## config.mk

```make
export PLATFORM = sky130hd
export DESIGN_NAME = filter_window_3x3_flat
export DESIGN_NICKNAME = d
export VERILOG_FILES = /design/src/rtl/filter_window_3x3_if.sv /design/src/rtl/filter_window_3x3.sv /design/src/flat_wrapper.sv
export SDC_FILE = /design/constraint.sdc
export NUM_CORES = 1
export LEC_CHECK = 0
export ABC_AREA = 0
export BUFFER_PORTS_ARGS = -buffer_cell sky130_fd_sc_hd__buf_2
export CORE_MARGIN = 4
export CORE_UTILIZATION = 40
export DETAILED_ROUTE_END_ITERATION = 8
export PLACE_DENSITY = 0.6
export SETUP_SLACK_MARGIN = 0.4
export SYNTH_ARGS = -nofsm -noshare
export SYNTH_HDL_FRONTEND = slang
export SYNTH_SLANG_ARGS = --single-unit
```

## constraint.sdc

```tcl
create_clock -name clk -period 6.6 [get_ports clk]
set_clock_uncertainty 0.15 [all_clocks]
set_input_delay 0.99 -clock clk [delete_from_list [all_inputs] [get_ports clk]]
set_output_delay 0.99 -clock clk [all_outputs]
set_load 0.1 [all_outputs]
```

## src/rtl/filter_window_3x3_if.sv

```systemverilog
// Pixel-in / window-out bundle for the 3x3 window generator.
// The slave side is the window generator; the master side is whatever
// feeds pixels and consumes windows.
interface filter_window_3x3_if #(
  parameter int XW = 6,
  parameter int YW = 6
) ();
  logic [7:0]    pixel_in;
  logic          pixel_valid;
  logic          in_sof;
  logic [71:0]   window_out;
  logic          window_valid;
  logic [XW-1:0] out_x;
  logic [YW-1:0] out_y;
  logic          frame_done;

  modport slave (
    input  pixel_in, pixel_valid, in_sof,
    output window_out, window_valid, out_x, out_y, frame_done
  );

  modport master (
    output pixel_in, pixel_valid, in_sof,
    input  window_out, window_valid, out_x, out_y, frame_done
  );
endinterface

```

## src/rtl/filter_window_3x3.sv

```systemverilog
// Streaming 3x3 window generator feeding the median filter stage.
// Two line buffers hold the previous two lines; a 3x3 register window
// slides one column per accepted pixel. Only windows whose neighbourhood
// lies fully inside the image are flagged valid, so border pixels produce
// no output and frames shrink to (IMG_WIDTH-2) x (IMG_HEIGHT-2).
module filter_window_3x3 #(
  parameter int IMG_WIDTH  = 64,
  parameter int IMG_HEIGHT = 64,
  parameter int XW         = $clog2(IMG_WIDTH),
  parameter int YW         = $clog2(IMG_HEIGHT)
) (
  input  logic clk,
  input  logic rst,
  filter_window_3x3_if.slave bus
);

  logic [XW-1:0] col;
  logic [YW-1:0] row;
  logic [XW-1:0] cur_x;
  logic [YW-1:0] cur_y;
  logic          accept;
  logic          last_col;
  logic          last_row;
  logic          inner;

  logic [7:0]    lb1 [IMG_WIDTH];
  logic [7:0]    lb2 [IMG_WIDTH];
  logic [7:0]    w   [3][3];

  logic [71:0]   win_flat;
  logic          win_valid_q;
  logic          frame_done_q;
  logic [XW-1:0] out_x_q;
  logic [YW-1:0] out_y_q;

  // Coordinate of the pixel being accepted; a start-of-frame pins it to (0,0)
  // regardless of where the counters had got to.
  always_comb begin
    accept   = bus.pixel_valid;
    cur_x    = bus.in_sof ? '0 : col;
    cur_y    = bus.in_sof ? '0 : row;
    last_col = (cur_x == XW'(IMG_WIDTH - 1));
    last_row = (cur_y == YW'(IMG_HEIGHT - 1));
    inner    = (cur_x >= XW'(2)) && (cur_y >= YW'(2));
  end

  // Raster counters: column wraps into the next row, and the last pixel of
  // the frame wraps both so back-to-back frames need no sof.
  always_ff @(posedge clk or posedge rst) begin
    if (rst) begin
      col <= '0;
      row <= '0;
    end else if (accept) begin
      if (last_col) begin
        col <= '0;
        row <= last_row ? '0 : cur_y + YW'(1);
      end else begin
        col <= cur_x + XW'(1);
        row <= cur_y;
      end
    end
  end

  // Line buffers age one line per write; contents are never visible until
  // both have been refilled in the current frame, so they need no reset.
  always_ff @(posedge clk) begin
    if (accept) begin
      lb2[cur_x] <= lb1[cur_x];
      lb1[cur_x] <= bus.pixel_in;
    end
  end

  // Slide the window left and load the new right column (oldest line on top).
  always_ff @(posedge clk or posedge rst) begin
    if (rst) begin
      for (int i = 0; i < 3; i++) begin
        for (int j = 0; j < 3; j++) begin
          w[i][j] <= '0;
        end
      end
    end else if (accept) begin
      for (int i = 0; i < 3; i++) begin
        w[i][0] <= w[i][1];
        w[i][1] <= w[i][2];
      end
      w[0][2] <= lb2[cur_x];
      w[1][2] <= lb1[cur_x];
      w[2][2] <= bus.pixel_in;
    end
  end

  // Output qualifiers and window-centre coordinates, one cycle after accept;
  // coordinates hold through idle cycles while valid/done drop.
  always_ff @(posedge clk or posedge rst) begin
    if (rst) begin
      win_valid_q  <= 1'b0;
      frame_done_q <= 1'b0;
      out_x_q      <= '0;
      out_y_q      <= '0;
    end else begin
      win_valid_q  <= accept && inner;
      frame_done_q <= accept && inner && last_col && last_row;
      if (accept) begin
        out_x_q <= cur_x - XW'(1);
        out_y_q <= cur_y - YW'(1);
      end
    end
  end

  // Pack the window as row-major bytes, row 0 / col 0 in the low byte.
  always_comb begin
    win_flat = '0;
    for (int i = 0; i < 3; i++) begin
      for (int j = 0; j < 3; j++) begin
        win_flat[i*24 + j*8 +: 8] = w[i][j];
      end
    end
  end

  assign bus.window_out   = win_flat;
  assign bus.window_valid = win_valid_q;
  assign bus.frame_done   = frame_done_q;
  assign bus.out_x        = out_x_q;
  assign bus.out_y        = out_y_q;

endmodule

```

## src/flat_wrapper.sv

```systemverilog
// flat-port wrapper written by rule: the top's interface ports become plain ports
module filter_window_3x3_flat 
#(
  parameter int IMG_WIDTH  = 64,
  parameter int IMG_HEIGHT = 64,
  parameter int XW         = $clog2(IMG_WIDTH),
  parameter int YW         = $clog2(IMG_HEIGHT)
)
  (clk, rst, bus_pixel_in, bus_pixel_valid, bus_in_sof, bus_window_out, bus_window_valid, bus_out_x, bus_out_y, bus_frame_done);
  filter_window_3x3_if #(.XW(XW), .YW(YW)) bus_i ();
  input  logic clk;
  input  logic rst;
  input wire logic [$bits(bus_i.pixel_in)-1:0] bus_pixel_in;
  input wire logic [$bits(bus_i.pixel_valid)-1:0] bus_pixel_valid;
  input wire logic [$bits(bus_i.in_sof)-1:0] bus_in_sof;
  output wire logic [$bits(bus_i.window_out)-1:0] bus_window_out;
  output wire logic [$bits(bus_i.window_valid)-1:0] bus_window_valid;
  output wire logic [$bits(bus_i.out_x)-1:0] bus_out_x;
  output wire logic [$bits(bus_i.out_y)-1:0] bus_out_y;
  output wire logic [$bits(bus_i.frame_done)-1:0] bus_frame_done;
  assign bus_i.pixel_in = bus_pixel_in;
  assign bus_i.pixel_valid = bus_pixel_valid;
  assign bus_i.in_sof = bus_in_sof;
  assign bus_window_out = bus_i.window_out;
  assign bus_window_valid = bus_i.window_valid;
  assign bus_out_x = bus_i.out_x;
  assign bus_out_y = bus_i.out_y;
  assign bus_frame_done = bus_i.frame_done;
  filter_window_3x3 #(.IMG_WIDTH(IMG_WIDTH), .IMG_HEIGHT(IMG_HEIGHT), .XW(XW), .YW(YW)) u_core (.clk(clk), .rst(rst), .bus(bus_i));
endmodule
```

After elaboration in Yosys (flattened, before gate mapping)
Memory sizes are Yosys's and may differ from the RTL's. A register that Yosys moved wholly into a read port is not among the register bits.
Cells that the tools add are included.
{ "op_classes": {"n_addsub": 4, "n_mul": 0, "div_mod_pow": 0, "order_cmp": 2, "eq_ne": 2, "shift": 0, "n_mux": 7, "bitwise": 0, "n_reduce_logical": 4} }
{ "ops": {"columns": ["cell", "count"], "rows": [
  ["2-to-1 mux 6 bit", 5],
  ["adder 6 x 1 -> 6 bit (second input constant)", 2],
  ["== test 6 bit (second input constant)", 2],
  [">= comparator 6 x 2 -> 1 bit (second input constant)", 2],
  ["subtractor 6 x 1 -> 6 bit (second input constant)", 2],
  ["logical AND 1 bit", 4],
  ["2-to-1 mux 1 bit", 2]
]} }
{ "totals": {"ff_bits": 90, "latch_bits": 0, "ramBits": 1024, "mem_bits_ro": 0, "input_bits": 12, "out_inout_bits": 86, "mem_count": 2} }
{ "memory_table": {"columns": ["memory", "words", "word_bits", "read_ports", "rd_clocked_by_memory_dff", "wr", "line", "text"], "rows": [
  ["u_core.lb1", 64, 8, 1, 0, 1, "filter_window_3x3.sv:26", "logic [7:0] lb1 [IMG_WIDTH];"],
  ["u_core.lb2", 64, 8, 1, 1, 1, "filter_window_3x3.sv:27", "logic [7:0] lb2 [IMG_WIDTH];"]
]} }

Longest topological paths before layout
{ "logic_depth": {"word_depth": 6, "mapped_depth": 12, "depth_no_buf": 9} }

Worst setup path after synthesis
Ideal clock, no wire load.
{ "synth_path": {"path_kind": "input-to-reg", "start": "input bus_in_sof", "end": "memory u_core.lb2[0][4], data pin", "arrival_ns": 3.302, "slack_ns": 2.547, "path_stages": 11, "path_buffers": 5, "cell_sequence": "buf_4 -> buf_6 -> nand3b_4 -> buf_4 -> buf_4 -> buf_2 -> o22ai_1 -> a21oi_1 -> a21oi_1 -> nor4_1 -> nand3_1"} }
{ "synth_between": {"elab_chain_len": 2} }
{ "synth_rtl": {"columns": ["element", "line", "text"], "rows": [
  ["start: declaration", "flat_wrapper.sv:15", "input wire logic [$bits(bus_i.in_sof)-1:0] bus_in_sof;"],
  ["2-to-1 mux 6 bit", "filter_window_3x3.sv:40", "cur_x = bus.in_sof ? '0 : col;"],
  ["memory (64 x 8 bit)", null, null],
  ["end: declaration", "filter_window_3x3.sv:27", null]
]} }
Every way passes these cells.

Worst setup path after layout
{ "layout_path": {"start": "register u_core.col[0]", "end": "memory u_core.lb2[42][2], data pin"} }
{ "layout_between": {"elab_chain_len": 2} }
{ "layout_rtl": {"columns": ["element", "line", "text"], "rows": [
  ["start: declaration", "filter_window_3x3.sv:17", "logic [XW-1:0] col;"],
  ["start signal: assignment", "filter_window_3x3.sv:58", "col <= cur_x + XW'(1);"],
  ["2-to-1 mux 6 bit", "filter_window_3x3.sv:40", null],
  ["memory (64 x 8 bit)", null, null]
]} }
Every way passes these cells.

==> run_results.csv <==
group,metric,value,unit
status,status,"complete, no violations",
worst_setup_path,crit_top_cell,"buf_4",
worst_setup_path,worstPathRequired,6.86,ns
synthesis,synth_largest_area_cell,"edfxtp_1",
floorplan,die_y,340,um
power,p_leak,0.0169,uW
timing,setup_tns,0,ns
hold_path,hold_class,"in2async",
global_route,grt_pass1_vias,27000,
worst_setup_path,critPathLaunchType,"register",
synthesis,synth_seq_cells,1122,
synthesis,synth_common_cells,"edfxtp_1 (1024), mux2i_1 (159), nor2_1 (150)",
synthesis,syn_nets,2654,
floorplan,dieArea,116000,um^2
placed_design,dp_cells,4211,
routing,drt_pass1_iterations,8,
timing,drv_slew,0,
routing,wl_per_cell,37.6,um
layout,final_util,0.466,
worst_setup_path,cpPeakStageDelay,0.93,ns
synthesis,syn_area_per_cell,16.7,um^2
routing,viasPerCell,6.40,
floorplan,ioPinCount,98,
worst_setup_path,regToRegSetupSlack,1.10,ns
routing,drtIter0Drc,4447,
synthesis,yosys_most_used_dff,"edfxtp_1",
timing,period_minus_slack,5.50,ns
placed_design,pre_cts_ws,0.968,ns
synthesis,yosysSeqAreaShare,0.752,
synthesis,synth.most_common_cell,"edfxtp_1",
clock_tree,clock_path_buffers,3,
synthesis,synth_edf_count,1024,
worst_setup_path,crit_fanout,40,
timing,finalHoldViolCount,0,
global_route,grt_max_degree,82,
worst_setup_path,slowest_stage,"dfrtp_4",
clock_tree,numCtsBuffers,115,
floorplan,die_w,340,um
worst_setup_path,path_cells,"buf_4 > and2b_2 > buf_4 > a22oi_1 > o22ai_1 > a211oi_1 > o221ai_1 > or3_2 > buf_12",
placed_design,port_buffers,97,
power,powerDensity,362,nW/um^2
worst_setup_path,worst_setup_path_end_kind,"register",
global_route,antenna_found_initial,14,
flow_run,cap_violations,0,
synthesis,synthArstFlopShare,0.0873,
synthesis,mappedNetlistArea,44100,um^2
floorplan,core_area,109000,um^2
clock_tree,clock-sinks,1122,
clock_tree,cts_tree,"built",
placed_design,dp_hpwl,104000,um
clock_tree,postCtsSetupBuffers,0,
global_route,grt_usage,0.280,
synthesis,netlist_instances,2636,
timing,finalCritPeriodShare,0.834,
timing,fmax,182,MHz
layout,drive_above_1_share,0.213,
synthesis,synth_top_area_frac,0.697,
routing,route.antenna.remaining_nets,0,
timing,slew_headroom,0.0593,
floorplan,initial_core_util,0.404,
worst_setup_path,critPathBufInv,3,
routing,drc_errors,0,
placed_design,gp_congestion,0.980,
layout,fillers,9302,
timing,rsz0062_at_grt,"false",
global_route,grt_pass1_wl,226000,um
clock_tree,post_cts_resized,0,
clock_tree,cts.clk_slew.worst_paths,0.06,ns
layout,syn_to_final_growth,15.4,%
global_route,grt_remaining_overflow,0,
synthesis,synthTopCellsByArea,"edfxtp_1 (70%), dfrtp_1 (5.6%), mux2i_1 (3.6%)",
worst_setup_path,cp_data_arrival_time,5.77,ns
layout,final_cells,4433,
layout,multi_input_area,10000,um^2
clock_tree,clk_latency,0.73,ns
power,vdd_drop_max,0.000217,V
clock_tree,cts-root-buf,"clkbuf_16",
clock_tree,hold_buffers,0,
timing,worst_slack,1.10,ns
floorplan,rows,121,
layout,seq_area,33200,um^2
timing,setup-violations-final,0,
synthesis,yosysUniqueCellTypes,81,
routing,vias,28400,
worst_setup_path,crit_family,"compound AO/OA/AOI/OAI gates",
layout,nNetsFinal,2870,
timing,tightest_slew,1.40,ns
routing,wl,167000,um
clock_tree,htree_num_levels,3,
worst_setup_path,critical_path_class,"reg2reg",
synthesis,yosys_warnings,0,
## power by group
group,internal [uW],total (uW),leakage (uW),switching [uW]
clock network,3750,6520,0.00183,2760
logic,711,3430,0.00468,2720
registers,8250,8470,0.0104,214
## layout make-up
type / count / area share
clock inverter: 74 / 0.0140
sequential: 1122 / 0.652
antenna: 8 / 0.000393
timing repair buffer: 281 / 0.0392
inverter: 17 / 0.00130
clock buffer: 140 / 0.0594
multi-input combinational: 1315 / 0.197
tap: 1476 / 0.0363
## flip-flops by register name (all words and copies together), names as in the netlist
register	flops
u_core.lb2	512
u_core.bus.out_x	6
u_core.bus.window_valid	1
u_core.bus.window_out	72
u_core.lb1	512
u_core.bus.out_y	6
u_core.col	6
u_core.bus.frame_done	1
u_core.row	6
## worst reg2reg max path, stage by stage (launching register included)
cell      delay (ns)
dfrtp_4         0.93
buf_4           0.58
and2b_2         0.55
buf_4           0.32
a22oi_1         0.21
o22ai_1         0.11
a211oi_1        0.86
o221ai_1        0.31
or3_2           0.83
buf_12          0.30
## cells by family (layout without fill, tap and decap cells)
kind of cell,after synthesis,in the layout,synth area share
mux,282,282,0.0699
flops,1122,1122,0.752
simple gates,376,376,0.0424
fa+ha+maj,6,6,0.00170
compound gates,644,644,0.108
buf+inv,199,512,0.0237
xor+xnor,7,7,0.00139
other cells,0,8,0
## through the flow
| step | total power [uW] | instance area, um^2 | hold slack, ns |
|---|---|---|---|
| floorplan | 10600 | 44100 | 0.362 |
| global placement | 11900 | 47100 | 0.334 |
| detailed placement | 12000 | 47100 | 0.340 |
| CTS | 18400 | 50900 | 0.245 |
| global route | 18800 | 50900 | 0.291 |
| finish | 18400 | 50900 | 0.258 |
## per-layer routing
layer / up-vias / track usage / part of all wire
met4: 14 / 0.143 / 0.057
met3: 435 / 0.0889 / 0.13
met1: 14600 / 0.378 / 0.38
li1: 11100 / - / -
met5: - / 0 / 0.00052
met2: 2184 / 0.408 / 0.43
## layout by cell type (no fill, tap or decap), types with 10 or more instances in the layout
cell type	synthesis	layout
o22ai_1	71	71
o211ai_1	13	13
nor2_1	150	149
mux2_2	111	111
clkbuf_16	0	117
bufinv_16	0	13
nand3b_1	14	14
o21ai_0	63	63
a32oi_1	27	27
nand2b_1	10	10
clkinv_1	0	27
o22a_1	18	18
buf_12	1	10
a22oi_1	127	127
clkbuf_1	72	22
a221oi_1	24	24
buf_2	61	96
mux2i_1	159	159
edfxtp_1	1024	1024
a211oi_1	24	24
inv_1	16	15
clkinv_2	0	24
nand2_1	90	87
dfrtp_1	98	95
nor3_1	16	14
nand3_1	15	12
a222oi_1	33	33
o221ai_1	19	19
o2bb2ai_1	17	17
a22o_1	37	37
a21oi_1	75	75
buf_4	20	175
a31oi_1	17	17
## final timing paths
check | startpoint | end | cells after the start
max | u_core.col[0] | u_core.lb2[42][2] | 9
min | rst | u_core.bus.window_out[55] | 2
max reg2reg | u_core.col[0] | u_core.lb2[42][2] | 9
min reg2reg | u_core.bus.window_out[25] | u_core.bus.window_out[25] | 1
max in group asynchronous | rst | u_core.bus.window_out[30] | 3
min in group clk | u_core.bus.window_out[25] | u_core.bus.window_out[25] | 1
Note: power is estimated with default switching activity, not from simulation.
